--- config.mk ---
export PLATFORM = sky130hd
export DESIGN_NAME = shift_seq_ctrl_flat
export DESIGN_NICKNAME = d
export VERILOG_FILES = /design/src/rtl/shift_ctrl_pkg.sv /design/src/rtl/shift_seq_ctrl_if.sv /design/src/rtl/shift_step_unit.sv /design/src/rtl/shift_seq_ctrl.sv /design/src/flat_wrapper.sv
export SDC_FILE = /design/constraint.sdc
export NUM_CORES = 1
export LEC_CHECK = 0
export CORE_MARGIN = 4
export CORE_UTILIZATION = 45
export CTS_CLUSTER_SIZE = 8
export DETAILED_ROUTE_END_ITERATION = 12
export GPL_TIMING_DRIVEN = 0
export PLACE_DENSITY = 0.74
export RECOVER_POWER = 50
export SYNTH_ARGS = -nofsm -noshare
export SYNTH_HDL_FRONTEND = slang
export SYNTH_HIERARCHICAL = 1
export SYNTH_SLANG_ARGS = --single-unit
--- constraint.sdc ---
create_clock -name clk -period 4.85 [get_ports clk]
set_clock_uncertainty 0.05 [all_clocks]
set_input_delay 0.7275 -clock clk [delete_from_list [all_inputs] [get_ports clk]]
set_output_delay 0.7275 -clock clk [all_outputs]
set_load 0.05 [all_outputs]
--- src/rtl/shift_ctrl_pkg.sv ---
// Shared encodings for the multi-cycle shift sequencer: operation codes,
// FSM states and the step-size constants used by the step datapath.
package shift_ctrl_pkg;

    typedef enum logic [1:0] {
        OP_SLL = 2'b00,
        OP_SRL = 2'b01,
        OP_SRA = 2'b10,
        OP_ROL = 2'b11
    } op_t;

    typedef enum logic [1:0] {
        S_IDLE = 2'd0,
        S_RUN  = 2'd1,
        S_DONE = 2'd2
    } state_t;

    localparam logic [2:0] STEP1 = 3'd1;
    localparam logic [2:0] STEP2 = 3'd2;
    localparam logic [2:0] STEP4 = 3'd4;

endpackage

--- src/rtl/shift_seq_ctrl_if.sv ---
// Request/result bundle between the pipeline control (master) and the
// shift sequencer (slave).
interface shift_seq_ctrl_if #(
    parameter int WIDTH = 32,
    parameter int SHW   = 5
) ();
    import shift_ctrl_pkg::*;

    logic             start;
    op_t              op;
    logic [WIDTH-1:0] in_data;
    logic [SHW-1:0]   shamt;
    logic             busy;
    logic             done;
    logic [WIDTH-1:0] out_data;

    modport master (
        output start, op, in_data, shamt,
        input  busy, done, out_data
    );

    modport slave (
        input  start, op, in_data, shamt,
        output busy, done, out_data
    );

endinterface

--- src/rtl/shift_step_unit.sv ---
// Combinational fixed-distance shifter: moves a value by 1, 2 (or 4 when
// SHIFT_STEP4_EN is defined) bit positions according to the operation.
module shift_step_unit
    import shift_ctrl_pkg::*;
#(
    parameter int WIDTH = 32
) (
    input  logic [WIDTH-1:0] i_data,
    input  op_t              i_op,
    input  logic [2:0]       i_step,
    output logic [WIDTH-1:0] o_data
);

`ifdef SHIFT_STEP4_EN
    localparam int NLEG = 3;
`else
    localparam int NLEG = 2;
`endif

    // Leg gi shifts by 2**gi bits; the sequencer picks one leg per cycle.
    logic [WIDTH-1:0] w_leg [NLEG];

    genvar gi;
    generate
        for (gi = 0; gi < NLEG; gi++) begin : g_leg
            localparam int K = 1 << gi;
            assign w_leg[gi] =
                (i_op == OP_SLL) ? (i_data << K) :
                (i_op == OP_SRL) ? (i_data >> K) :
                (i_op == OP_SRA) ? WIDTH'($signed(i_data) >>> K) :
                                   {i_data[WIDTH-1-K:0], i_data[WIDTH-1:WIDTH-K]};
        end
    endgenerate

    always_comb begin
        o_data = w_leg[0];
        if (i_step == STEP2) o_data = w_leg[1];
`ifdef SHIFT_STEP4_EN
        if (i_step == STEP4) o_data = w_leg[2];
`endif
    end

endmodule

--- src/rtl/shift_seq_ctrl.sv ---
// Multi-cycle shift sequencer: captures a request, applies greedy 2/1-bit
// steps (4/2/1 with SHIFT_STEP4_EN) until the amount is consumed, pulses done.
module shift_seq_ctrl
    import shift_ctrl_pkg::*;
#(
    parameter int WIDTH = 32,
    parameter int SHW   = 5
) (
    input  logic            clk,
    input  logic            rst,
    shift_seq_ctrl_if.slave bus
);

    state_t           r_state;
    op_t              r_op;
    logic [WIDTH-1:0] r_work;
    logic [SHW-1:0]   r_rem;
    logic             r_busy;
    logic             r_done;

    logic [2:0]       w_step;
    logic [SHW-1:0]   w_rem_next;
    logic [WIDTH-1:0] w_stepped;

    // Largest available step that does not overshoot the remaining amount.
    always_comb begin
        w_step = STEP1;
        if (r_rem >= SHW'(2)) w_step = STEP2;
`ifdef SHIFT_STEP4_EN
        if (r_rem >= SHW'(4)) w_step = STEP4;
`endif
        w_rem_next = r_rem - SHW'(w_step);
    end

    shift_step_unit #(
        .WIDTH (WIDTH)
    ) u_step (
        .i_data (r_work),
        .i_op   (r_op),
        .i_step (w_step),
        .o_data (w_stepped)
    );

    always_ff @(posedge clk) begin
        if (rst) begin
            r_state <= S_IDLE;
            r_op    <= OP_SLL;
            r_work  <= '0;
            r_rem   <= '0;
            r_busy  <= 1'b0;
            r_done  <= 1'b0;
        end else begin
            case (r_state)
                S_IDLE: begin
                    if (bus.start) begin
                        r_op   <= bus.op;
                        r_work <= bus.in_data;
                        r_rem  <= bus.shamt;
                        r_busy <= 1'b1;
                        if (bus.shamt == '0) begin
                            r_state <= S_DONE;
                            r_done  <= 1'b1;
                        end else begin
                            r_state <= S_RUN;
                        end
                    end
                end
                S_RUN: begin
                    r_work <= w_stepped;
                    r_rem  <= w_rem_next;
                    if (w_rem_next == '0) begin
                        r_state <= S_DONE;
                        r_done  <= 1'b1;
                    end
                end
                S_DONE: begin
                    r_done  <= 1'b0;
                    r_busy  <= 1'b0;
                    r_state <= S_IDLE;
                end
                default: begin
                    r_state <= S_IDLE;
                end
            endcase
        end
    end

    // Result holds in the working register through DONE and IDLE.
    assign bus.busy     = r_busy;
    assign bus.done     = r_done;
    assign bus.out_data = r_work;

endmodule

--- src/flat_wrapper.sv ---
// flat-port wrapper written by rule: the top's interface ports become plain ports
module shift_seq_ctrl_flat import shift_ctrl_pkg::*;
#(
    parameter int WIDTH = 32,
    parameter int SHW   = 5
)
  (clk, rst, bus_start, bus_op, bus_in_data, bus_shamt, bus_busy, bus_done, bus_out_data);
  shift_seq_ctrl_if #(.WIDTH(WIDTH), .SHW(SHW)) bus_i ();
  input  logic clk;
  input  logic rst;
  input wire logic [$bits(bus_i.start)-1:0] bus_start;
  input wire logic [$bits(bus_i.op)-1:0] bus_op;
  input wire logic [$bits(bus_i.in_data)-1:0] bus_in_data;
  input wire logic [$bits(bus_i.shamt)-1:0] bus_shamt;
  output wire logic [$bits(bus_i.busy)-1:0] bus_busy;
  output wire logic [$bits(bus_i.done)-1:0] bus_done;
  output wire logic [$bits(bus_i.out_data)-1:0] bus_out_data;
  assign bus_i.start = bus_start;
  assign bus_i.op = bus_op;
  assign bus_i.in_data = bus_in_data;
  assign bus_i.shamt = bus_shamt;
  assign bus_busy = bus_i.busy;
  assign bus_done = bus_i.done;
  assign bus_out_data = bus_i.out_data;
  shift_seq_ctrl #(.WIDTH(WIDTH), .SHW(SHW)) u_core (.clk(clk), .rst(rst), .bus(bus_i));
endmodule
# == Word level (Yosys, flattened, before mapping) ==
# Index checks and enable logic that the tools add are counted.
# totals
output_inout_bits,34
inputBits,42
elab_cells,53
reg_bits,43
# classes
mux,22
n_reduce_logical,13
eq_ne,9
magnitude_cmp,1
n_addsub,1
# ops
cell,n
$mux 32,8
$pmux 32 s2,1
$logic_not 5->1,2
$pmux 5 s2,1
$mux 2,4
$reduce_and 2->1,4
$ge 5x2->1 const B,1
$mux 5,1
$sub 5x2->5,1
$eq 2x1->1 const B,2
$eq 2x2->1 const B,2
$logic_not 2->1,2
$mux 1,4
$ne 2x1->1 const B,2
$ne 4x4->1 const B,1
$pmux 2 s2,1
$reduce_and 4->1,1
$reduce_bool 2->1,2
$eq 3x2->1 const B,1
$pmux 1 s3,1
$reduce_and 3->1,1
$reduce_bool 3->1,1
$ne 2x2->1 const B,1
$pmux 1 s2,1

# == Longest topological paths before layout ==
# logic_depth
depth_word,6
mapped_depth,10
mapped_depth_nobuf,9

# == By module ==
# The synthesis kept the hierarchy.
# by_module_without_submodules
module,n_inst,area_each_um2,cells_per_inst,seq_area_each_um2
shift_seq_ctrl,1,2063.2,222,860.8
shift_step_unit,1,932.1,65,0.0

# == Worst setup path before layout ==
# No wires, ideal clock.
# synth_timing
path_kind,register to register
from,reg u_core.r_rem[2]
to,"reg u_core.r_done, in the netlist u_core/bus.done"
n_path_buf,1
setup_time_ns,0.128
path_slack_ns,2.123
path_stages_with_launch,11
t_required_ns,4.672
synth_period_minus_slack_ns,2.727
arrival_time_ns,2.549
path_cell_list,dfxtp_1 > buf_2 > or4_1 > inv_1 > ha_1 > inv_1 > fa_1 > or4_1 > a21o_1 > a21oi_1 > a311oi_1
# synth_between
elab_chain_len,6
# synth_lines
item,line_no,text
start: declaration,shift_seq_ctrl.sv:17,logic [SHW-1:0] r_rem;
start signal: assignment,shift_seq_ctrl.sv:58,r_rem <= bus.shamt;
start signal: assignment,shift_seq_ctrl.sv:70,r_rem <= w_rem_next;
$ge 5x2->1,shift_seq_ctrl.sv:28,if (r_rem >= SHW'(2)) w_step = STEP2;
$mux 2,shift_seq_ctrl.sv:28,
via u_core.w_step[1],shift_seq_ctrl.sv:21,logic [2:0] w_step;
$sub 5x2->5,shift_seq_ctrl.sv:32,w_rem_next = r_rem - SHW'(w_step);
$logic_not 5->1,shift_seq_ctrl.sv:71,if (w_rem_next == '0) begin
$ne 2x1->1 (no source line),n/a,
$reduce_and 4->1 (no source line),n/a,
end signal: assignment,shift_seq_ctrl.sv:51,r_done <= 1'b0;
end signal: assignment,shift_seq_ctrl.sv:73,r_done <= 1'b1;
end signal: assignment,shift_seq_ctrl.sv:77,r_done <= 1'b0;
end: declaration,shift_seq_ctrl.sv:19,logic r_done;
# The timed path passes the listed nets, and every way through them passes these cells.
# A chain may end at the register's enable or synchronous reset.

# == Final worst setup path ==
# Same ends and word-level chain as after synthesis.

==> impl_results.md <==
- Outcome: complete, no violations
- Mapped Cells: roughly 290
- Fmax: 0.314 GHz
- Post-detailed-routing wire length: between 8000 and 9000 um
- Post-synth cell types: 45
- Clock Pin Slew Worst Setup and Hold Paths: 0.08 ns
- Tot Pwr: ~2.8 mW
- I/O pins: 76
- RSZ-0062 raised after global routing: false
- YS warnings: 6
- Routed WL per cell: around 18 um
- Crit start category: flip-flop
- Largest net degree at the start of global routing: 13
- Post-route minimum period: 3.18 ns
- # fillers: between 500 and 600
- TritonCTS buffer count: 5
- Core area: 6420 um^2
- Crit-path most repeated cell: inv_1
- Post-DP HPWL: between 5000 and 6000 um
- PortBufs: 74
- CP Class: reg -> reg
- Critical-path cell list: buf_2 > or4_1 > inv_1 > ha_1 > inv_1 > fa_1 > xnor2_1 > nor3b_1 > nand4b_1 > a311oi_1
- Area share of and/or/nand/nor cells after synthesis: between 10% and 20%
- Die ar.: 8030 um^2
- Die Span Y: approximately 90 um
- Critical path arrival: between 3 and 4 ns
- Lkg Pwr: around 1.6 nW
- Number of setup violations in the final report: 0
- Total gr overflow: 0
- Pins Over Slew Limit: 0
- CTS tree: done
- CTS resizes: 0
- Rel. slew slack: between 50 and 60%
- Vias in the first global route: approximately 2600
- Die Wd: 89.6 um
- Hold slack: about 0.44 ns
- Sequential share of the synthesized area: 28.7%
- CTS hold repair buffers: 0
- Fin cells: about 450
- MaxCap Viol Count: 0
- Max Buffers Root-to-Sink: 2
- Detailed Route Iter0 Violations: approximately 170
- Worst path slowest cell: or4_1
- H-tree Lvls: 2
- # Post-CTS Setup Buffers: 0
- Setup ws final: between 1.5 and 2 ns
- Xor/xnor share of the synthesized area: less than 1%
- Adder-cell area share of the yosys netlist: under 10%
- Mux contribution to synthesized area: between 30% and 40%
- Inst Count DP: 440
- Root Buffer: clkbuf_8
- Worst-Skew Late Latency: around 0.29 ns
- Max FO, Critical Path: 10
- N_diodes: 0
- Slowest Stage Delay on Critical Path: between 0.6 and 0.7 ns
- Setup slack at placement: between 1.5 and 2 ns
- Register bit total from synthesis: between 40 and 50
- Clk sink count: 43
- P per Cell Area: ~710 nW/um^2
- Crit path required time: 5.00 ns
- DR vias: ~2700
- GRT Total Usage: 20.6%
- First-pass GRT wire length: approximately 13000 um
- Setup_tns: 0 ns
- Post-synthesis compound-gate area fraction: around 15%
- Core Rows: 29
- Drt pass-1 iters: 4
- Nets: 415
- Main combinational cell family by area after synthesis: multiplexers
- Max VDD drop: roughly 0.43 mV
- Number of remaining DRC errors: 0
- Critical Path Sink Type: flip-flop
- Routed Antenna Nets: 0
- Worst min-delay path class: reg -> reg
- Worst-margin pin slew: 0.726 ns
- Share of cells above drive strength 1: 13.2%
- GPL Wtd Cong: 0.864
- Syn Area/Cell: roughly 10 um^2
- Mapped Area: approximately 3000 um^2
- Initial Util: between 40% and 50%
- Area Overhead vs Synth: 30.7%
- Vias per cell: approximately 6
- Final hold violations: 0
- Initial antenna violation count: 0
- Period utilisation layout: 65.7%
[area by class of cell]
class / instances / area [um^2] / area share, %
inverters: 8 / 30.0 / 0.767
flip-flops and latches: 43 / 861 / 22.0
well taps: 77 / 96.3 / 2.46
clock inverters: 1 / 5.00 / 0.128
clock buffers: 6 / 82.6 / 2.11
repair buffers: 74 / 741 / 18.9
multi-input cells: 211 / 1920 / 49.1
plain buffers: 27 / 179 / 4.57
[per-layer routing]
layer	track usage (%)	wire (um)
met1	29.4	3540
met2	32.5	3800
met3	4.65	624
met4	3.38	48
met5	0	0
[cells in the final DEF, fill, tap and decap left out, types with 2 or more instances in the layout]
cell / count
ha_1: 2
buf_12: 2
o21ai_0: 3
inv_1: 8
buf_4: 4
clkdlybuf4s50_1: 40
xnor2_1: 2
or3_1: 3
mux2i_1: 36
nand2b_1: 3
clkbuf_1: 14
a21o_1: 2
dfxtp_1: 43
nor3b_1: 3
buf_6: 2
a22o_1: 2
mux4_1: 4
nor2b_1: 3
nor2_1: 37
conb_1: 3
nor3_1: 4
a31oi_1: 2
buf_2: 4
clkbuf_8: 7
mux4_2: 24
nand2_1: 9
a211oi_1: 36
dlygate4sd3_1: 34
o31ai_1: 2
a221oi_1: 2
a21oi_1: 10
or4_1: 4
[worst paths after layout]
| path | depth (start not counted) | slack, ns | from | endpoint |
|---|---|---|---|---|
| setup / recovery | 10 | 1.67 | u_core/r_rem[2]$_SDFFE_PP0P_ | u_core/bus.done$_SDFFE_PP0P_ |
| hold / removal | 2 | 0.44 | u_core/r_op[0]$_SDFFE_PP0P_ | u_core/r_op[0]$_SDFFE_PP0P_ |
| hold reg to reg | 2 | 0.44 | u_core/r_op[0]$_SDFFE_PP0P_ | u_core/r_op[0]$_SDFFE_PP0P_ |
| setup reg to reg | 10 | 1.67 | u_core/r_rem[2]$_SDFFE_PP0P_ | u_core/bus.done$_SDFFE_PP0P_ |
[flip-flops by register name (all words and copies together) (netlist names)]
name	cells
u_core/bus.busy	1
u_core/bus.done	1
u_core/bus.out_data	32
u_core/r_op	2
u_core/r_rem	5
u_core/r_state	2
[power by group]
group | switching, mW | leakage, nW | internal [mW]
Sequential | 0.207 | 0.356 | 0.494
Combinational | 1.02 | 1.23 | 0.807
Clock | 0.123 | 0.0470 | 0.112
Total | 1.35 | 1.63 | 1.41
[cell families after synthesis]
| kind of cell | after synthesis |
|---|---|
| buf+inv | 35 |
| flops | 43 |
| other cells | 1 |
| xor+xnor | 2 |
| compound gates | 64 |
| simple gates | 73 |
| fa+ha+maj | 3 |
| mux | 66 |
[through the flow]
stage / instance area [um^2] / utilization, %
3_3_place_gp: 3840 / 59.8
3_5_place_dp: 3840 / 59.8
2_1_floorplan: 3000 / -
4_1_cts: 3930 / 61.2
5_1_grt: 3920 / 61.0
6_report: 3920 / 61.0
[cell usage after synthesis, drive strengths merged]
| library cell | n | area share, % |
|---|---|---|
| o32ai | 1 | 0.29 |
| nand2 | 10 | 1.3 |
| mux2i | 36 | 12 |
| nand3b | 1 | 0.25 |
| a211oi | 36 | 9.0 |
| or3 | 3 | 0.63 |
| nor2b | 3 | 0.63 |
| ha | 2 | 0.84 |
| nand4b | 1 | 0.29 |
| conb | 1 | 0.13 |
| dfxtp | 43 | 29 |
| a21o | 2 | 0.50 |
| o31ai | 2 | 0.50 |
| nand2b | 4 | 1.1 |
| a31oi | 2 | 0.42 |
| a311oi | 1 | 0.29 |
| fa | 1 | 0.67 |
| buf | 14 | 4.4 |
| nor3b | 3 | 0.75 |
| nor2 | 37 | 4.6 |
| o21ai | 3 | 0.50 |
| o211ai | 1 | 0.25 |
| a221oi | 2 | 0.58 |
| and4bb | 1 | 0.42 |
| mux2 | 2 | 0.75 |
| a31o | 1 | 0.29 |
| or3b | 1 | 0.29 |
| a22o | 2 | 0.58 |
| nor3 | 4 | 0.67 |
| xnor2 | 2 | 0.58 |
| a21oi | 10 | 1.7 |
| mux4 | 28 | 22 |
| or2 | 1 | 0.21 |
| or4 | 4 | 1.0 |
| a22oi | 1 | 0.25 |
| inv | 8 | 1.0 |
| clkbuf | 13 | 2.0 |
[worst max-delay path: cells and delay by family, from the launching register on]
kind,cells,cell delay [ns]
fa+ha+maj,2,0.69
xor+xnor,1,0.17
compound gates,1,0.30
buf+inv,3,0.46
flops,1,0.30
simple gates,3,1.12
Power figures use the tool's default switching activity.
